<file path="config.mk">
export PLATFORM = sky130hd
export DESIGN_NAME = serial_magnitude_compare
export DESIGN_NICKNAME = d
export VERILOG_FILES = /design/src/rtl/serial_magnitude_compare.sv
export SDC_FILE = /design/constraint.sdc
export NUM_CORES = 1
export LEC_CHECK = 0
export ABC_AREA = 0
export CORE_ASPECT_RATIO = 0.8
export CORE_UTILIZATION = 30
export CTS_CLUSTER_DIAMETER = 80
export CTS_CLUSTER_SIZE = 20
export DETAILED_ROUTE_END_ITERATION = 7
export GPL_ROUTABILITY_DRIVEN = 0
export PLACE_DENSITY = 0.53
export SYNTH_ARGS = -nofsm -noshare
export SYNTH_HDL_FRONTEND = slang
export SYNTH_SLANG_ARGS = --single-unit
</file>
<file path="constraint.sdc">
create_clock -name clk -period 1.8 [get_ports clk]
set_input_delay 0.54 -clock clk [delete_from_list [all_inputs] [get_ports clk]]
set_output_delay 0.54 -clock clk [all_outputs]
set_load 0.005 [all_outputs]
</file>
<file path="src/rtl/serial_magnitude_compare.sv">
// serial_magnitude_compare: MSB-first digit-serial lt/eq/gt comparator with request/result handshakes
module serial_magnitude_compare #(
   parameter int WIDTH = 32,
   parameter int DIGIT = 4
) (
   input  logic             clk,
   input  logic             rst,
   input  logic             req_valid,
   output logic             req_ready,
   input  logic [WIDTH-1:0] a,
   input  logic [WIDTH-1:0] b,
   input  logic             signed_mode,
   output logic             res_valid,
   input  logic             res_ready,
   output logic             lt,
   output logic             eq,
   output logic             gt,
   output logic             busy
);
   localparam int NDIG = WIDTH / DIGIT;
   localparam int CNTW = NDIG > 1 ? $clog2(NDIG) : 1;
   localparam logic [CNTW-1:0] LAST = CNTW'(NDIG - 1);
   localparam logic [WIDTH-1:0] SIGN = {1'b1, {(WIDTH-1){1'b0}}};

   typedef enum logic [1:0] {IDLE, SCAN, DONE} state_t;

   state_t state_q, state_d;
   logic [WIDTH-1:0] sa_q, sa_d, sb_q, sb_d;
   logic [CNTW-1:0] cnt_q, cnt_d;
   logic lt_q, lt_d, eq_q, eq_d, gt_q, gt_d;
   logic [DIGIT-1:0] da, db;

   assign da = sa_q[WIDTH-1 -: DIGIT];
   assign db = sb_q[WIDTH-1 -: DIGIT];
   assign req_ready = state_q == IDLE;
   assign busy = state_q != IDLE;
   assign res_valid = state_q == DONE;
   assign lt = lt_q;
   assign eq = eq_q;
   assign gt = gt_q;

   // next state: load offset-binary operands, scan one digit per cycle, hold result until consumed
   always_comb begin
      state_d = state_q;
      sa_d = sa_q;
      sb_d = sb_q;
      cnt_d = cnt_q;
      lt_d = lt_q;
      eq_d = eq_q;
      gt_d = gt_q;
      case (state_q)
         IDLE: if (req_valid) begin
            sa_d = a ^ (signed_mode ? SIGN : '0);
            sb_d = b ^ (signed_mode ? SIGN : '0);
            cnt_d = '0;
            lt_d = 1'b0;
            eq_d = 1'b0;
            gt_d = 1'b0;
            state_d = SCAN;
         end
         SCAN: if (da < db) begin
            lt_d = 1'b1;
            state_d = DONE;
         end else if (da > db) begin
            gt_d = 1'b1;
            state_d = DONE;
         end else if (cnt_q == LAST) begin
            eq_d = 1'b1;
            state_d = DONE;
         end else begin
            sa_d = sa_q << DIGIT;
            sb_d = sb_q << DIGIT;
            cnt_d = cnt_q + 1'b1;
         end
         DONE: state_d = res_ready ? IDLE : DONE;
         default: state_d = IDLE;
      endcase
   end

   // state and datapath registers; reset discards any in-flight compare
   always_ff @(posedge clk) begin
      if (rst) begin
         state_q <= IDLE;
         sa_q <= '0;
         sb_q <= '0;
         cnt_q <= '0;
         lt_q <= 1'b0;
         eq_q <= 1'b0;
         gt_q <= 1'b0;
      end else begin
         state_q <= state_d;
         sa_q <= sa_d;
         sb_q <= sb_d;
         cnt_q <= cnt_d;
         lt_q <= lt_d;
         eq_q <= eq_d;
         gt_q <= gt_d;
      end
   end
endmodule
</file>
==> out/qor.txt <==
Syn Area/Cell: 8.23 um^2
Initial Util: 31.3%
Worst Path Arrival: 2.08 ns
Iteration-0 DRC Markers: 190
crit-path max FO: 7
total negative slack: -1.13 ns
# hold bufs at CTS: 0
Total GRT Usage: 17.5%
Root Buffer: clkbuf_16
leakage power: 2.55 nW
vias in the first global route: 3915
Die Ht: 106 um
FFs w/ async S/R, synth: 0%
Gate power share: 40.2%
switch share: 33.3%
Max-cap violations: 0
CTS Buf Count: 9
CP top delay family: simple AND/OR/NAND/NOR gates
part of the Yosys area used for sequential elements: 35.3%
1st-pass router iterations: 4
placed cell count: 727
Least-Margin Pin Slew: 0.510 ns
Die W: 132 um
Clock Skews: 0.00787 ns
crit-path cells: inv_2, ha_4, or4b_4, nand3_4, clkbuf_16, a21oi_1, a211o_1
Tmin final: 1.86 ns
final core utilization: 44.3%
grt ovf: 0
ant diodes: 0
largest net degree at the start of global routing: 89
outcome: complete, but fails checks
top_reg_cell synth: dfxtp_1
CTS Buffer Depth: 2
# setup viols final: 50
Post-route DRC: 0
top cell type by total area after synthesis: dfxtp_1
area delta synth->final: 41.8%
row count: 37
PD cells: 1100 nW/um^2
Pint: 4.24 mW
Yosys warnings: 0
Max VDD drop: 502 uV
ANT nets after route: 0
Setup crit end kind: flop
FF-to-FF setup slack: -0.06 ns
Nets: 653
first-pass GRT wire length: 19600 um
Synth top area share: 35.3%
Sw Pwr: 2.12 mW
Netlist cell types: 34
count leader, synth: dfxtp_1
GR peak layer: met2
Ports: 75
Hold Fails Final Rpt: 0
clk slew on worst S/H paths: 0.06 ns
worst-skew pair later-pin latency: 0.33 ns
die footprint: 14100 um^2
Finished Layout Cells: 757
slowest cell on the critical path: or4b_4
Core Region: 13100 um^2
pre-CTS setup slack: -0.271 ns
Via density: 5.23
max_slew headroom: 66.0%
Design Area, Final: 5790 um^2
routed wirelength normalized by instance count: 16.2 um
CTS sink cnt: 72
Yosys reg bits: 72
H-Tree Depth: 3
GR Layer Usage met3: 4.53%
Final Max Slew Viols: 0
most common library cells after synthesis: dfxtp_1 (72), a21oi_1 (69), nand3b_1 (62), nand2_1 (59)
share of cells above drive strength 1: 17.4%
met1 usage: 23.7%
antenna violations before repair: 0
failing checks: negative setup slack
final wirelength: 12200 um
Area after DPL: 5120 um^2
Hold Slack: 0.459 ns
Peak Freq: 0.538 GHz
setup ws final: -0.0579 ns
vias: 3960
period utilization: 103%
crit path kind: reg2reg
synthesized netlist net count: 571
CTS tree: done
worst path required time: 2.02 ns
IO Port Bufs: 74
Syn Inst Count: 496
met2 Use GR: 27.7%
Clk pwr share: 25.6%
sequential share of power: 34.2%
worst hold path type: reg2reg
crit-path max cell delay: 0.55 ns
WP buf/inv: 2
Design Power: 6.36 mW
Synth Cell Area: 4080 um^2
Post-synth EDFFs: 0
synth top area cells: dfxtp_1 (35%), nand3b_1 (11%), a211o_1 (11%)
Final HPWL DP: 7390 um
unrepaired setup endpoints after global routing: yes
Startpoint Class: flop
## final timing paths
check | startpoint | end | depth (start not counted)
worst max-delay path | sb_q[31]$_SDFFE_PP0P_ | sa_q[11]$_SDFFE_PP0P_ | 7
worst min-delay path | sa_q[27]$_SDFFE_PP0P_ | sa_q[27]$_SDFFE_PP0P_ | 1
worst max register to register | sb_q[31]$_SDFFE_PP0P_ | sa_q[11]$_SDFFE_PP0P_ | 7
worst min register to register | sa_q[27]$_SDFFE_PP0P_ | sa_q[27]$_SDFFE_PP0P_ | 1
## routing by layer
layer	up-vias	share of wire (%)	routed length, um
met5	-	0	0
met4	0	0.49	60
met3	7	3.7	449
met2	87	45	5490
met1	1890	51	6240
li1	1976	-	-
## layout make-up
class | instances | area [um^2]
fill | 1318 | 7270
sequential | 72 | 1450
tap | 175 | 219
clock buffer | 12 | 246
timing repair buffer | 118 | 1280
clock inverter | 3 | 18.8
multi-input combinational | 372 | 2560
inverter | 5 | 18.8
## what timing repair did
item / 4_1_cts / 5_1_grt
resized for setup: 32 / 31
pin swaps: 6 / 13
endpoints found under the setup margin: 70 / 68
buffers inserted: 7 / 3
cloned: 3 / 4
## registers in the layout, indices dropped and copies added, names as in the netlist
register  flops
sb_q         32
gt            1
cnt_q         3
state_q       2
eq            1
sa_q         32
lt            1
## cells by family after synthesis
family / count (synthesis) / share of synthesized area [%]
buffers and inverters: 52 / 6.01
XOR/XNOR: 2 / 0.429
flip-flops: 72 / 35.3
AO/OA/AOI/OAI: 159 / 26.1
adder cells (fa/ha/maj): 6 / 1.84
AND/OR/NAND/NOR: 205 / 30.3
## placed cells by master, fill, tap and decap left out, types with 2 or more instances in the layout
cell              n
clkdlybuf4s50_1  70
dfxtp_1          65
nand3b_1         62
nand2_1          59
a21oi_1          57
and3_1           53
a211o_1          53
buf_4            21
a21oi_2          12
clkbuf_16        12
a21o_1           11
buf_6            11
nand2b_1         10
o21ai_0           9
buf_12            8
o21ai_1           7
dfxtp_2           6
ha_4              5
inv_2             4
nand4_1           3
nand3_1           3
dlygate4sd2_1     3
a21oi_4           2
nor3_2            2
nor2b_1           2
xnor2_1           2
a32oi_1           2
nor2_1            2
clkbuf_1          2
clkinv_2          2
## power by group through the flow
stage	registers [mW]	logic, mW	clock network (mW)
final	2.18	2.55	1.63
after floorplan	2.12	1.33	0
after detailed placement	2.18	2.04	0
after global placement	2.16	2.02	0
after CTS	2.17	2.35	1.68
after global routing	2.22	2.78	1.75
## worst register-to-register path, stage by stage (launching register included)
cell and delay, ns:
dfxtp_2 0.32, inv_2 0.04, ha_4 0.15, or4b_4 0.55, nand3_4 0.19, clkbuf_16 0.20
a21oi_1 0.05, a211o_1 0.23
No activity file was read; power rests on OpenSTA's default activity.
